--- config.mk ---
export PLATFORM = sky130hd
export DESIGN_NAME = dmem_lsu_flat
export DESIGN_NICKNAME = d
export VERILOG_FILES = /design/src/rtl/dmem_lsu_pkg.sv /design/src/rtl/dmem_lsu_if.sv /design/src/rtl/dmem_lsu_lane.sv /design/src/rtl/dmem_lsu.sv /design/src/flat_wrapper.sv
export SDC_FILE = /design/constraint.sdc
export NUM_CORES = 1
export LEC_CHECK = 0
export ABC_AREA = 0
export CAP_MARGIN = 20
export CORE_MARGIN = 2
export CORE_UTILIZATION = 44
export CTS_CLUSTER_SIZE = 14
export DETAILED_ROUTE_END_ITERATION = 6
export GPL_TIMING_DRIVEN = 0
export PLACE_DENSITY = 0.84
export SETUP_SLACK_MARGIN = 0.4
export SYNTH_ARGS = -nofsm -noshare
export SYNTH_HDL_FRONTEND = slang
export SYNTH_SLANG_ARGS = --single-unit
--- constraint.sdc ---
create_clock -name CLK -period 3.9 [get_ports CLK]
set_input_delay 0.78 -clock CLK [delete_from_list [all_inputs] [get_ports CLK]]
set_output_delay 0.78 -clock CLK [all_outputs]
set_load 0.1 [all_outputs]
--- src/rtl/dmem_lsu_pkg.sv ---
// Shared types for the data-memory load/store unit: funct3 encodings, FSM states,
// and request legality helpers.
package lsu_pkg;

    localparam logic [2:0] F3_B  = 3'b000;
    localparam logic [2:0] F3_H  = 3'b001;
    localparam logic [2:0] F3_W  = 3'b010;
    localparam logic [2:0] F3_BU = 3'b100;
    localparam logic [2:0] F3_HU = 3'b101;

    typedef enum logic [1:0] {IDLE, LOAD, MERGE, DONE} lsu_state_t;

    function automatic logic is_illegal(input logic [2:0] funct3);
        return (funct3 == 3'b011) || (funct3 == 3'b110) || (funct3 == 3'b111);
    endfunction

    // Size comes from funct3[1:0]; byte accesses can never be misaligned.
    function automatic logic is_misaligned(input logic [2:0] funct3, input logic [1:0] off);
        case (funct3[1:0])
            2'b01:   return off[0];
            2'b10:   return off != 2'b00;
            default: return 1'b0;
        endcase
    endfunction

endpackage

--- src/rtl/dmem_lsu_if.sv ---
// Core-request, response and RAM-port bundle for dmem_lsu; slave = LSU side, master = core+RAM side.
// DMEM_BYTE_ENABLE_EN adds the mem_be byte-strobe signal.
interface dmem_lsu_if #(
    parameter int n  = 32,
    parameter int AW = 10
);
    logic           req_valid;
    logic           req_ready;
    logic           req_we;
    logic [2:0]     req_funct3;
    logic [n-1:0]   req_addr;
    logic [31:0]    req_wdata;

    logic           rsp_valid;
    logic [31:0]    rsp_rdata;
    logic           rsp_err;

    logic           mem_en;
    logic           mem_we;
    logic [AW-1:0]  mem_addr;
    logic [31:0]    mem_wdata;
    logic [31:0]    mem_rdata;

`ifdef DMEM_BYTE_ENABLE_EN
    logic [3:0]     mem_be;

    modport slave (
        input  req_valid, req_we, req_funct3, req_addr, req_wdata, mem_rdata,
        output req_ready, rsp_valid, rsp_rdata, rsp_err,
        output mem_en, mem_we, mem_addr, mem_wdata, mem_be
    );
    modport master (
        output req_valid, req_we, req_funct3, req_addr, req_wdata, mem_rdata,
        input  req_ready, rsp_valid, rsp_rdata, rsp_err,
        input  mem_en, mem_we, mem_addr, mem_wdata, mem_be
    );
`else
    modport slave (
        input  req_valid, req_we, req_funct3, req_addr, req_wdata, mem_rdata,
        output req_ready, rsp_valid, rsp_rdata, rsp_err,
        output mem_en, mem_we, mem_addr, mem_wdata
    );
    modport master (
        output req_valid, req_we, req_funct3, req_addr, req_wdata, mem_rdata,
        input  req_ready, rsp_valid, rsp_rdata, rsp_err,
        input  mem_en, mem_we, mem_addr, mem_wdata
    );
`endif

endinterface

--- src/rtl/dmem_lsu_lane.sv ---
// Combinational byte-lane logic: load extraction with sign/zero extension, and
// sub-word store merge into a previously read RAM word. Zero latency, no flow control.
module lsu_lane
    import lsu_pkg::*;
(
    input  logic [2:0]  funct3,
    input  logic [1:0]  off,
    input  logic [31:0] rdata,
    input  logic [31:0] wdata,
    output logic [31:0] load_data,
    output logic [31:0] merge_data
);

    logic [31:0] shifted;

    // Halfwords are aligned, so a byte-granular shift also selects the right half.
    assign shifted = rdata >> {off, 3'b000};

    always_comb begin
        load_data = '0;
        case (funct3)
            F3_B:    load_data = {{24{shifted[7]}}, shifted[7:0]};
            F3_BU:   load_data = {24'h0, shifted[7:0]};
            F3_H:    load_data = {{16{shifted[15]}}, shifted[15:0]};
            F3_HU:   load_data = {16'h0, shifted[15:0]};
            F3_W:    load_data = rdata;
            default: load_data = '0;
        endcase
    end

    always_comb begin
        merge_data = rdata;
        case (funct3[1:0])
            2'b00:   merge_data[{off, 3'b000} +: 8]     = wdata[7:0];
            2'b01:   merge_data[{off[1], 4'b0000} +: 16] = wdata[15:0];
            default: merge_data = wdata;
        endcase
    end

endmodule

--- src/rtl/dmem_lsu.sv ---
// Load/store unit for the word-wide DMEM: load/SW/error respond 1 cycle after accept, SB/SH 2 (1 with
// DMEM_BYTE_ENABLE_EN); one request at a time, req_ready only in IDLE so the core stalls until rsp_valid.
module dmem_lsu
    import lsu_pkg::*;
#(
    parameter  int n       = 32,
    parameter  int N_WORDS = 1024,
    localparam int AW      = $clog2(N_WORDS)
) (
    input  logic        CLK,
    input  logic        RESET_N,
    dmem_lsu_if.slave   bus
);

    lsu_state_t     state;
    logic [2:0]     f3_q;
    logic [1:0]     off_q;
    logic [AW-1:0]  waddr_q;
    logic [31:0]    wdata_q;
    logic           err_q;

    logic [1:0]     req_off;
    logic [AW-1:0]  req_waddr;
    logic           req_bad;
    logic           req_sw;
    logic           accept;
    logic [31:0]    load_data;
    logic [31:0]    merge_data;
    logic           unused_addr_hi;

    assign req_off        = bus.req_addr[1:0];
    assign req_waddr      = bus.req_addr[AW+1:2];
    assign unused_addr_hi = ^bus.req_addr[n-1:AW+2];
    assign req_bad        = is_illegal(bus.req_funct3) || is_misaligned(bus.req_funct3, req_off);
    assign req_sw         = bus.req_funct3[1:0] == 2'b10;
    assign accept         = RESET_N && (state == IDLE) && bus.req_valid;

    lsu_lane u_lane (
        .funct3     (f3_q),
        .off        (off_q),
        .rdata      (bus.mem_rdata),
        .wdata      (wdata_q),
        .load_data  (load_data),
        .merge_data (merge_data)
    );

    always_ff @(posedge CLK) begin
        if (!RESET_N) begin
            state   <= IDLE;
            f3_q    <= '0;
            off_q   <= '0;
            waddr_q <= '0;
            wdata_q <= '0;
            err_q   <= 1'b0;
        end else begin
            case (state)
                IDLE: begin
                    if (accept) begin
                        f3_q    <= bus.req_funct3;
                        off_q   <= req_off;
                        waddr_q <= req_waddr;
                        wdata_q <= bus.req_wdata;
                        err_q   <= req_bad;
                        if (req_bad || (bus.req_we && req_sw))
                            state <= DONE;
                        else if (!bus.req_we)
                            state <= LOAD;
                        else
`ifdef DMEM_BYTE_ENABLE_EN
                            state <= DONE;
`else
                            state <= MERGE;
`endif
                    end
                end
                LOAD:    state <= IDLE;
                MERGE:   state <= DONE;
                DONE:    state <= IDLE;
                default: state <= IDLE;
            endcase
        end
    end

    // Gating on RESET_N keeps a reset landing mid-MERGE from writing a half-merged word.
    always_comb begin
        bus.req_ready = 1'b0;
        bus.rsp_valid = 1'b0;
        bus.rsp_rdata = '0;
        bus.rsp_err   = 1'b0;
        bus.mem_en    = 1'b0;
        bus.mem_we    = 1'b0;
        bus.mem_addr  = '0;
        bus.mem_wdata = '0;
`ifdef DMEM_BYTE_ENABLE_EN
        bus.mem_be    = 4'b0000;
`endif
        if (RESET_N) begin
            case (state)
                IDLE: begin
                    bus.req_ready = 1'b1;
                    if (bus.req_valid && !req_bad) begin
                        bus.mem_en   = 1'b1;
                        bus.mem_addr = req_waddr;
                        if (bus.req_we && req_sw) begin
                            bus.mem_we    = 1'b1;
                            bus.mem_wdata = bus.req_wdata;
`ifdef DMEM_BYTE_ENABLE_EN
                            bus.mem_be    = 4'b1111;
                        end else if (bus.req_we) begin
                            bus.mem_we = 1'b1;
                            if (bus.req_funct3[0]) begin
                                bus.mem_wdata = {2{bus.req_wdata[15:0]}};
                                bus.mem_be    = req_off[1] ? 4'b1100 : 4'b0011;
                            end else begin
                                bus.mem_wdata = {4{bus.req_wdata[7:0]}};
                                bus.mem_be    = 4'b0001 << req_off;
                            end
`endif
                        end
                    end
                end
                LOAD: begin
                    bus.rsp_valid = 1'b1;
                    bus.rsp_rdata = load_data;
                end
                MERGE: begin
                    bus.mem_en    = 1'b1;
                    bus.mem_we    = 1'b1;
                    bus.mem_addr  = waddr_q;
                    bus.mem_wdata = merge_data;
                end
                DONE: begin
                    bus.rsp_valid = 1'b1;
                    bus.rsp_err   = err_q;
                end
                default: ;
            endcase
        end
    end

endmodule

--- src/flat_wrapper.sv ---
// flat-port wrapper written by rule: the top's interface ports become plain ports
module dmem_lsu_flat import lsu_pkg::*;
#(
    parameter  int n       = 32,
    parameter  int N_WORDS = 1024,
    localparam int AW      = $clog2(N_WORDS)
)
  (CLK, RESET_N, bus_req_valid, bus_req_we, bus_req_funct3, bus_req_addr, bus_req_wdata, bus_mem_rdata, bus_req_ready, bus_rsp_valid, bus_rsp_rdata, bus_rsp_err, bus_mem_en, bus_mem_we, bus_mem_addr, bus_mem_wdata);
  dmem_lsu_if #(.n(n), .AW(10)) bus_i ();
  input  logic CLK;
  input  logic RESET_N;
  input wire logic [$bits(bus_i.req_valid)-1:0] bus_req_valid;
  input wire logic [$bits(bus_i.req_we)-1:0] bus_req_we;
  input wire logic [$bits(bus_i.req_funct3)-1:0] bus_req_funct3;
  input wire logic [$bits(bus_i.req_addr)-1:0] bus_req_addr;
  input wire logic [$bits(bus_i.req_wdata)-1:0] bus_req_wdata;
  input wire logic [$bits(bus_i.mem_rdata)-1:0] bus_mem_rdata;
  output wire logic [$bits(bus_i.req_ready)-1:0] bus_req_ready;
  output wire logic [$bits(bus_i.rsp_valid)-1:0] bus_rsp_valid;
  output wire logic [$bits(bus_i.rsp_rdata)-1:0] bus_rsp_rdata;
  output wire logic [$bits(bus_i.rsp_err)-1:0] bus_rsp_err;
  output wire logic [$bits(bus_i.mem_en)-1:0] bus_mem_en;
  output wire logic [$bits(bus_i.mem_we)-1:0] bus_mem_we;
  output wire logic [$bits(bus_i.mem_addr)-1:0] bus_mem_addr;
  output wire logic [$bits(bus_i.mem_wdata)-1:0] bus_mem_wdata;
  assign bus_i.req_valid = bus_req_valid;
  assign bus_i.req_we = bus_req_we;
  assign bus_i.req_funct3 = bus_req_funct3;
  assign bus_i.req_addr = bus_req_addr;
  assign bus_i.req_wdata = bus_req_wdata;
  assign bus_i.mem_rdata = bus_mem_rdata;
  assign bus_req_ready = bus_i.req_ready;
  assign bus_rsp_valid = bus_i.rsp_valid;
  assign bus_rsp_rdata = bus_i.rsp_rdata;
  assign bus_rsp_err = bus_i.rsp_err;
  assign bus_mem_en = bus_i.mem_en;
  assign bus_mem_we = bus_i.mem_we;
  assign bus_mem_addr = bus_i.mem_addr;
  assign bus_mem_wdata = bus_i.mem_wdata;
  dmem_lsu #(.n(n), .N_WORDS(N_WORDS)) u_core (.CLK(CLK), .RESET_N(RESET_N), .bus(bus_i));
endmodule
==> out/results.ini <==
[outcome]
outcome=finished, final reports clean

[sta]
rsz0062_at_grt=yes
clock.fmax_ghz=0.286
fin_worst_skew_ps=10.1
final_max_slew_viol_count=0
max_slew_margin_pct=35.7
finalHoldViolCount=0
finalCriticalPeriod_ps=3490
setup_viol=0
worst_pin_slew_ps=961
post-route-period-util_pct=89.6

[floorplan]
start_util_pct=44.6
io_pins=182
die_x_um=103
die_area_um2=10500
die_h_um=103
num_rows=36
coreArea_um2=9590

[worst_setup_path]
cp_data_arrival_time_ps=2710
rrSetupSlack_ps=1560
critPathLaunchType=register
rr_worst_depth=8
r2r_start=u_core.state[1]$_SDFFE_PN0P_
reg2reg_to=u_core.wdata_q[16]$_SDFFE_PN0P_
critical_path_class=register to output port
end_kind=output port
required_ps=3120
crit_fanout=10

[layout]
drive_gt1_share_pct=29.7
area_delta_synth_final_pct=62.5
final_cell_mix=102 x nand2_1, 77 x clkdlybuf4s50_1, 59 x o21ai_0
num_antenna_cells=0
final_common_cell=nand2_1
fin_nets=854
fin_util_pct=72.5

[hold_path]
hold_path_depth=2
min_to=u_core.waddr_q[9]$_SDFFE_PN0P_
hold_class=register to register
min_from=u_core.waddr_q[9]$_SDFFE_PN0P_

[logic_synthesis]
synthAdderAreaFrac_pct=2.34
synth_warnings=0
synth_xor_area_share_pct=0
yosys.cell_types.count=49
synth_enable_flop_cells=0
syn_avg_cell_area_um2=7.59
synth-compound-area-share_pct=36.2
syn_area_um2=4280
syn-instance-count=564
synth_mux_area_share_pct=9.90
synth-seq-cells=50
synth_top_family_by_area=compound AO/OA/AOI/OAI gates
ys.flop_type=dfxtp_1
async_flop_share_pct=0
synthSimpleGateAreaFrac_pct=21.6
syn_nets=675
yosysSeqAreaShare_pct=23.4

[detailed_routing]
drtAntennaViolNets=0
wl_mm=19.6
first_pass_iters=7
drt_iter0_drc=549
dr_total_vias=5557
drc_errors=0
viasPerCell=6.34
detail_route.wl_per_cell_um=22.4

[flow_run]
max_cap_violations=0

[clock_tree]
path_clk_slew_ps=100
clkLatencyLatePin_ps=320
cts_made_buffers=5
cts.sinks=50
htree_levels=2
cts_tree=done
clockBufferDepth=2
cts_root_buf=clkbuf_8

[global_routing]
overflow=0
grt_pass1_wl_mm=29.1
first_global_vias=5306
grtUsageTotal_pct=36.5
antenna_found_initial=0
grt_max_degree=16

[pwr]
ir_drop_mv=0.224
leakage_nw=2.66
finalPower_mw=2.07
power_density_nw_per_um2=298

[place]
gp_congestion=1.02
io_buffers=160
dpl.hpwl_mm=14.5

how the worst max path moves through the flow:
stage,from,end,slack (ps),depth (start not counted)
2_1_floorplan,RESET_N,bus_rsp_rdata[13],100,7
4_1_cts,bus_req_valid,bus_mem_wdata[18],400,9
5_1_grt,u_core.f3_q[0]$_SDFFE_PN0P_,bus_mem_wdata[26],320,7
3_3_place_gp,bus_req_funct3[0],bus_mem_wdata[30],-1340,9
6_report,u_core.f3_q[0]$_SDFFE_PN0P_,bus_mem_wdata[26],410,7
3_5_place_dp,bus_req_funct3[0],bus_mem_wdata[15],-1420,9
timing repair:
action | in CTS | in global routing
resized for setup | 562 | 50
hold endpoints to repair | 0 | 0
endpoints found under the setup margin | 76 | 66
pin swaps | 7 | 2
setup buffers | 11 | 1
hold buffers | 0 | 0
metrics by stage:
step	std cells	worst slack, ps	hold slack [ps]	cell area [µm²]	TNS [ps]
CTS	876	401	467	6880	0
floorplan	564	103	432	4570	0
detailed placement	857	-1420	454	6340	-71700
finish	877	407	463	6960	0
global placement	857	-1340	443	6340	-68850
global route	877	323	484	6960	0
critical path, cell delays in order, from the launching register on:
cell and delay [ps]:
dfxtp_1 540, buf_2 390, nor2_2 160, clkbuf_1 280
a32oi_1 290, o311ai_0 260, a22o_2 290, buf_6 180
Yosys cell counts, types with 3 or more instances:
library cell    n  area, µm²
nand2_1       102        383
o21ai_0        61        305
dfxtp_1        50       1000
clkbuf_1       40        150
a22o_1         37        324
a21oi_1        21        105
mux2i_1        21        210
a21o_1         18        135
nand3_1        17       85.1
inv_1          15       56.3
a22oi_1        14        105
nor2b_1        13       81.3
o2bb2ai_1      13        114
a32oi_1        11       96.3
nor2_1         11       41.3
a311oi_1       10       87.6
nand2b_1       10       62.6
o311ai_0       10       87.6
and3_1          9       56.3
buf_2           8       40.0
ha_1            8        100
a221oi_1        6       52.6
a21boi_0        5       37.5
mux4_2          5        113
nor3b_1         5       37.5
buf_1           4       15.0
o221ai_1        4       35.0
mux4_1          3       78.8
nand4_1         3       18.8
nor4bb_1        3       30.0
routing by layer:
metal  routed length [µm]  vias up  global-route usage (%)  share of wire (%)
met5                    0        -                       0                  0
met4                  855        0                    17.3                4.4
met3                 1890       71                    5.83                9.6
met2                 9040      377                    59.3                 46
met1                 7850     2619                    47.3                 40
li1                     -     2490                       -                  -
flip-flops by register name (all words and copies together) (netlist names):
signal          flops
u_core.state        2
u_core.off_q        2
u_core.err_q        1
u_core.wdata_q     32
u_core.waddr_q     10
u_core.f3_q         3
report_power, final:
group | internal, mW | switching, mW
clock network | 0.274 | 0.196
registers | 0.554 | 0.0493
logic | 0.356 | 0.643
total | 1.18 | 0.889
cell type report:
cell class / instances / area (µm²)
Multi-Input combinational cell: 445 / 3440
Clock inverter: 2 / 60.1
Tap cell: 133 / 166
Fill cell: 775 / 2630
Timing Repair Buffer: 172 / 1830
Buffer: 54 / 317
Clock buffer: 6 / 82.6
Sequential cell: 50 / 1010
Inverter: 15 / 60.1
kinds of logic (layout without fill, tap and decap cells):
family	after synthesis	in the layout
DFF	50	50
adders and majority gates	8	8
buffers and inverters	69	249
and+or+nand+nor	188	188
muxes	31	31
AOI/OAI and AO/OA	218	218
No activity file was read; power rests on OpenSTA's default activity.
